$ cat src/rtl/dsp_pkg.sv
// rtl/dsp_pkg.sv - shared types for the DSP output chain
package dsp_pkg;

  typedef enum logic {SETTLE, RUN} decim_state_t;

  // Counter width that still holds the value n, with a 1-bit floor for n==0/1
  function automatic int cnt_width(input int n);
    return (n > 1) ? $clog2(n + 1) : 1;
  endfunction

endpackage

$ cat src/rtl/sync_fifo.sv
// rtl/sync_fifo.sv - single-clock FIFO with occupancy count
module sync_fifo #(
  parameter int WIDTH = 24,
  parameter int DEPTH = 8
) (
  input  logic                   clk,
  input  logic                   reset_n,
  input  logic                   push,
  input  logic                   pop,
  input  logic [WIDTH-1:0]       din,
  output logic [WIDTH-1:0]       dout,
  output logic                   full,
  output logic                   empty,
  output logic [$clog2(DEPTH):0] level
);

  localparam int AW = $clog2(DEPTH);

  logic [WIDTH-1:0] mem [DEPTH];
  logic [AW-1:0]    wr_ptr;
  logic [AW-1:0]    rd_ptr;

  // Storage is deliberately left unreset; readers mask the head when empty
  always_ff @(posedge clk) begin
    if (push) mem[wr_ptr] <= din;
  end

  always_ff @(posedge clk) begin
    if (!reset_n) begin
      wr_ptr <= '0;
      rd_ptr <= '0;
      level  <= '0;
    end else begin
      if (push) wr_ptr <= wr_ptr + 1'b1;
      if (pop)  rd_ptr <= rd_ptr + 1'b1;
      case ({push, pop})
        2'b10:   level <= level + 1'b1;
        2'b01:   level <= level - 1'b1;
        default: level <= level;
      endcase
    end
  end

  assign dout  = mem[rd_ptr];
  assign full  = (level == (AW+1)'(DEPTH));
  assign empty = (level == '0);

endmodule

$ cat src/rtl/fir_decimator.sv
// rtl/fir_decimator.sv - discards FIR fill transient, keeps every DECIM-th sample, buffers output
module fir_decimator
  import dsp_pkg::*;
#(
  parameter int DATA_W     = 24,
  parameter int DECIM      = 4,
  parameter int SKIP       = 32,
  parameter int FIFO_DEPTH = 8
) (
  input  logic                        clk,
  input  logic                        reset_n,
  input  logic [DATA_W-1:0]           in_data,
  input  logic                        in_en,
  output logic [DATA_W-1:0]           out_data,
  output logic                        out_valid,
  input  logic                        out_ready,
  output logic                        overflow,
  input  logic                        clear_ovf,
  output logic [$clog2(FIFO_DEPTH):0] level
);

  localparam int SKIP_W = cnt_width(SKIP);
  localparam int PH_W   = (DECIM > 1) ? $clog2(DECIM) : 1;

  decim_state_t      state;
  logic [SKIP_W-1:0] skip_cnt;
  logic [PH_W-1:0]   phase;

  logic              fifo_full;
  logic              fifo_empty;
  logic [DATA_W-1:0] fifo_dout;
  logic              keep;
  logic              pop;
  logic              push;
  logic              drop;

  assign keep = (state == RUN) && in_en && (phase == '0);
  assign pop  = !fifo_empty && out_ready;
  // A full FIFO still accepts when the head leaves on the same edge
  assign push = keep && (!fifo_full || pop);
  assign drop = keep && !push;

  always_ff @(posedge clk) begin
    if (!reset_n) begin
      state    <= (SKIP == 0) ? RUN : SETTLE;
      skip_cnt <= '0;
      phase    <= '0;
      overflow <= 1'b0;
    end else begin
      if (in_en) begin
        case (state)
          SETTLE: begin
            skip_cnt <= skip_cnt + 1'b1;
            if (skip_cnt == SKIP_W'(SKIP - 1)) begin
              state <= RUN;
              phase <= '0;
            end
          end
          RUN: phase <= (phase == PH_W'(DECIM - 1)) ? '0 : phase + 1'b1;
          default: state <= SETTLE;
        endcase
      end
      if (drop)           overflow <= 1'b1;
      else if (clear_ovf) overflow <= 1'b0;
    end
  end

  sync_fifo #(
    .WIDTH (DATA_W),
    .DEPTH (FIFO_DEPTH)
  ) u_fifo (
    .clk     (clk),
    .reset_n (reset_n),
    .push    (push),
    .pop     (pop),
    .din     (in_data),
    .dout    (fifo_dout),
    .full    (fifo_full),
    .empty   (fifo_empty),
    .level   (level)
  );

  assign out_valid = !fifo_empty;
  assign out_data  = fifo_empty ? '0 : fifo_dout;

endmodule

$ cat config.mk
export PLATFORM = sky130hd
export DESIGN_NAME = fir_decimator
export DESIGN_NICKNAME = d
export VERILOG_FILES = /design/src/rtl/dsp_pkg.sv /design/src/rtl/sync_fifo.sv /design/src/rtl/fir_decimator.sv
export SDC_FILE = /design/constraint.sdc
export NUM_CORES = 1
export LEC_CHECK = 0
export CAP_MARGIN = 40
export CORE_MARGIN = 10
export CORE_UTILIZATION = 63
export CTS_CLUSTER_SIZE = 30
export DETAILED_ROUTE_END_ITERATION = 8
export GPL_TIMING_DRIVEN = 0
export PLACE_DENSITY = 0.95
export SYNTH_ARGS = -nofsm -noshare
export SYNTH_HDL_FRONTEND = slang
export SYNTH_SLANG_ARGS = --single-unit
export TNS_END_PERCENT = 20
$ cat constraint.sdc
create_clock -name clk -period 9.61 [get_ports clk]
set_input_delay 2.4025 -clock clk [delete_from_list [all_inputs] [get_ports clk]]
set_output_delay 2.4025 -clock clk [all_outputs]
set_load 0.02 [all_outputs]
## Word level (Yosys, flattened, before mapping)

Memories as Yosys holds them, arrays and structs flattened. A register that Yosys moved wholly into a read port is not among the register bits.
Index checks and enable logic that the tools add are counted.

- Register bits after elaboration: 20
- RAM bits: 192
- Input port bits: 29
- Output and inout port bits: 30
- Memories: 1

Memories:

| memory | depth | bits a word | read ports | clocked after memory_dff | write ports | RTL line | source |
|---|---|---|---|---|---|---|---|
| u_fifo.mem | 8 | 24 | 1 | 1 | 1 | sync_fifo.sv:19 | `logic [WIDTH-1:0] mem [DEPTH];` |

- $add $sub $neg: 6
- Equal/unequal tests: 6
- Muxes and demuxes: 13
- Bitwise gates (word level): 1
- Reduce and logical (&&, ||, !) cells: 15

Operators by type and width:

| cell | count |
|---|---|
| $mux W24 | 1 |
| $pmux W4 S2 | 1 |
| $add A3 B1 Y3 const B | 2 |
| $add A6 B1 Y6 const B | 1 |
| $eq A6 B5 Y1 const B | 1 |
| $mux W1 | 6 |
| $mux W3 | 2 |
| $logic_and A1 B1 Y1 | 5 |
| $add A4 B1 Y4 const B | 1 |
| $eq A2 B2 Y1 const B | 2 |
| $eq A4 B4 Y1 const B | 1 |
| $logic_not A4 Y1 | 1 |
| $mux W2 | 2 |
| $pmux W2 S2 | 1 |
| $reduce_and A2 Y1 | 2 |
| $reduce_bool A2 Y1 | 2 |
| $sub A4 B1 Y4 const B | 1 |
| $logic_not A1 Y1 | 3 |
| $add A2 B1 Y2 const B | 1 |
| $eq A2 B1 Y1 const B | 1 |
| $logic_not A2 Y1 | 1 |
| $ne A2 B2 Y1 const B | 1 |
| $logic_or A1 B1 Y1 | 1 |
| $not A1 Y1 | 1 |

## Depth between registers and ports, before layout

- Word-level depth: 8
- Depth in mapped cells: 12
- Gate-level depth less buffers: 12

## Cells and area by module

From an unflattened synthesis, not the netlist that was laid out.

- Cell total of the unflattened synthesis: 430
- Area total of the unflattened synthesis: 8574.5 um^2

Modules (own cells, without submodules):

| module | times used | cells an instance | area an instance (um^2) |
|---|---|---|---|
| sync_fifo | 1 | 349 | 7912.6 |
| fir_decimator | 1 | 81 | 661.9 |

## Least setup slack after synthesis

No wires, ideal clock.

- Path kind: input port to flip-flop
- From: in in_en
- To: mem u_fifo.mem[1][0] (enable)
- Library setup time: 0.435 ns
- Arrival time: 4.621 ns
- Required time: 9.175 ns
- Slack: 4.553 ns
- Cell stages on the path: 4
- Cell sequence: nand3_1 o21bai_4 or2_1 nor3_1

- Word-level cells in the longest chain between the ends: 5

Ends and longest elaborated chain:

| item | RTL line | source |
|---|---|---|
| start, declared | fir_decimator.sv:13 | `input logic in_en,` |
| $logic_and A1 B1 Y1 (2 in a row) | fir_decimator.sv:37 | `assign keep = (state == RUN) && in_en && (phase == '0);` |
| $logic_and A1 B1 Y1 | fir_decimator.sv:40 | `assign push = keep && (!fifo_full \|\| pop);` |
| $mux W1 | sync_fifo.sv:25 | `if (push) mem[wr_ptr] <= din;` |
| $mux W1 (implied by the code) | sync_fifo.sv:25 |  |
| end, declared | sync_fifo.sv:19 |  |

Every way passes these cells.

==> reports/results.tsv <==
metric	value	unit
post-route insts no fill	718	
Die ar.	0.0184	mm2
Iter 0 DRT Violations	524	
total grt overflow	0	
max-cap violation count	0	
Hold Buf Count CTS	0	
pin count of the biggest net entering global routing	25	
n_diodes	0	
Critical Path Most Common Cell	buf_2	
CTS tree	yes	
Resized Gates After CTS	0	
DRT Pass-1 Iters	4	
CTS sink count	215	
via count	4585	
Mapped Avg Cell Area	19.6	um2
final hold viol count	0	
Main synth FF type	edfxtp_1	
initial antenna violation count	0	
root buffer cell	clkbuf_16	
CTS Buf Count	22	
Fillers	620	
pwr dens	186	mW/mm2
Lkg Pwr	3.24	nW
Total Power	1.89	mW
met1 WL	7.20	mm
sw frac	0.193	
layout cell share with drive strength beyond 1	0.229	
Post-DP HPWL	11.8	mm
DR WL met2	10.7	mm
metal3 WL	1.77	mm
worst-skew pair later-pin latency	0.50	ns
Critical Path Sink Type	primary output	
global placement routability congestion	0.771	
Post-synth EDFFs	192	
Synth Net Count	466	
total number of yosys warnings	0	
Post-Synthesis Cells	430	
Largest stage delay, worst path	0.57	ns
Worst Max-Slew Pin Slew	0.916	ns
WP buf/inv	3	
status	finished clean	
IO Pins	59	
hold crit path type	flip-flop to flip-flop	
CP startpoint kind	flip-flop	
power share of the sequential group	0.538	
htree depth	1	
synth unique cells	41	
# DRC	0	
top routing layer in use	met4	
worst hold slack	0.488	ns
mapped cell area	0.00843	mm2
Stages on worst setup path	6	
row count	42	
combinational cell fraction of total power	0.014	
final setup TNS	0	ns
relative slew slack	0.388	
clk slew on worst S/H paths	0.06	ns
kind of cell adding the most delay to the critical path	buffers and inverters	
Clock Skews	0.0204	ns
hold depth	2	
Synth Register Bits	215	
final worst path period share	0.549	
GRT Resource Usage Total	0.223	
Max VDD drop	122	uV
Critical Path AT	2.87	ns
Clock Power Share	0.447	
data required time of the worst path	7.21	ns
kind of critical path	flip-flop to primary output	
DP Cell Count	676	
total wire length	20.3	mm
DIE HEIGHT	136	um
vias in the first global route	4956	
ys async rst share	0	
unrepaired setup endpoints after global routing	no	
Seq/Total Area, Yosys	0.738	
core area	0.0132	mm2
final setup violating endpoints	0	
final core utilization	0.771	
Clock Tree Buf Depth	3	
Avg Vias per Cell	6.39	
reg2reg path depth	12	
switching power	365	uW
Period minus WS final	5.27	ns
wire per inst	28.3	um
crit path max fanout	10	
Die Wd	136	um
Final Net Count	562	
antenna-violating nets left	0	
CP Cell Sequence	buf_2, buf_2, mux4_2, mux2i_1, nor2_1, clkdlybuf4s50_1	
fin. max-slew vios	0	
Initial Util	0.639	
first-pass GRT wire length	30.5	mm
Syn-to-layout area delta	20.7	%
FMAX	0.190	GHz
CP max stage cell	clkdlybuf4s50_1	
IO Port Bufs	58	
post-CTS setup buffer count	0	
Int Pwr	1.53	mW
## tightest hold or removal path, cell delays in order (launching register included)
cell and delay, ns:
dfxtp_1 0.32, nand2_1 0.06, a21boi_1 0.06
## area by class of cell
class / instances / area [um2] / share of cell area
repair buffers: 72 / 764 / 0.0751
inverters: 6 / 25.0 / 0.00246
clock inverters: 11 / 87.6 / 0.00861
well taps: 176 / 220 / 0.0216
clock buffers: 29 / 638 / 0.0627
plain buffers: 18 / 95.1 / 0.00934
flip-flops and latches: 215 / 6230 / 0.612
multi-input cells: 191 / 2120 / 0.208
## cells by family (layout without fill, tap and decap cells)
kind of cell / after synthesis / after routing / share of synthesized area
AOI/OAI and AO/OA: 15 / 15 / 0.0137
xor gates and xnor gates: 10 / 10 / 0.0104
adders and majority gates: 7 / 7 / 0.0104
buffers and inverters: 24 / 136 / 0.0142
DFF: 215 / 215 / 0.738
muxes: 76 / 76 / 0.161
and+or+nand+nor: 83 / 83 / 0.0514
## routing by layer
metal  track usage  vias to the layer above
met1         0.268                     2355
met5             0                        -
met4        0.0903                        0
li1              -                     1897
met3        0.0516                       49
met2         0.380                      284
## path summary, 6_finish.rpt
check / start / to / slack (ns)
setup reg to reg: u_fifo.level[1] / u_fifo.level[2] / 7.02
hold reg to reg: u_fifo.wr_ptr[0] / u_fifo.wr_ptr[0] / 0.49
hold / removal: u_fifo.wr_ptr[0] / u_fifo.wr_ptr[0] / 0.49
setup / recovery: flip-flop / out_data[15] / 4.34
## cells in the mapped netlist, types with 3 or more instances
cell type  count  area, um2
a21boi_1       3       22.5
and2_1        10       62.6
buf_2          7       35.0
clkbuf_1       6       22.5
dfxtp_1       23        460
edfxtp_1     192       5770
ha_1           7       87.6
inv_1          4       15.0
mux2i_1       28        280
mux4_2        48       1080
nand2_1       11       41.3
nand2b_1       7       43.8
nand4_1        3       18.8
nor2_1        33        124
nor2b_1        5       31.3
nor3_1         3       15.0
o21a_1         3       22.5
xnor2_1        7       61.3
xor2_1         3       26.3
## metrics by stage
step / instance area, um2 / setup WS, ns
CTS: 10100 / 4.31
global placement: 9230 / 2.53
global route: 10200 / 4.22
floorplan: 8430 / 4.55
finish: 10200 / 4.34
detailed placement: 9420 / 4.65
## power by group through the flow
stage               logic, mW  registers, mW  clock network, mW
finish                 0.0272           1.02              0.845
global route           0.0298           1.02              0.878
CTS                    0.0272           1.02              0.848
detailed placement     0.0262           1.04                  0
global placement       0.0238           1.04                  0
floorplan             0.00395           1.04                  0
## flip-flops by register name, summed over array words and instances (netlist names), named ones only
signal and count:
u_fifo.mem 192, skip_cnt 6, u_fifo.level 4, u_fifo.rd_ptr 3, u_fifo.wr_ptr 3, phase 2
overflow 1, state 1
## layout by cell type, fill, tap and decap left out, types with 2 or more instances in the layout
| master | count |
|---|---|
| edfxtp_1 | 192 |
| clkbuf_8 | 4 |
| buf_1 | 2 |
| buf_2 | 7 |
| clkinvlp_4 | 2 |
| mux4_2 | 48 |
| inv_1 | 4 |
| nor3_2 | 2 |
| ha_1 | 7 |
| nor2_4 | 2 |
| nor2_2 | 4 |
| xor2_1 | 3 |
| nor3b_1 | 2 |
| nand2b_1 | 7 |
| nor2_1 | 27 |
| o21ai_0 | 2 |
| clkinv_2 | 6 |
| clkbuf_1 | 8 |
| buf_8 | 7 |
| nand4_1 | 3 |
| dfxtp_1 | 23 |
| o21a_1 | 3 |
| nor2b_1 | 5 |
| a21boi_1 | 3 |
| xnor2_1 | 7 |
| nand3_1 | 2 |
| clkdlybuf4s50_1 | 58 |
| mux2i_1 | 28 |
| and2_1 | 10 |
| buf_6 | 9 |
| nand2_1 | 11 |
| clkbuf_16 | 23 |
Note: power is estimated with default switching activity, not from simulation.
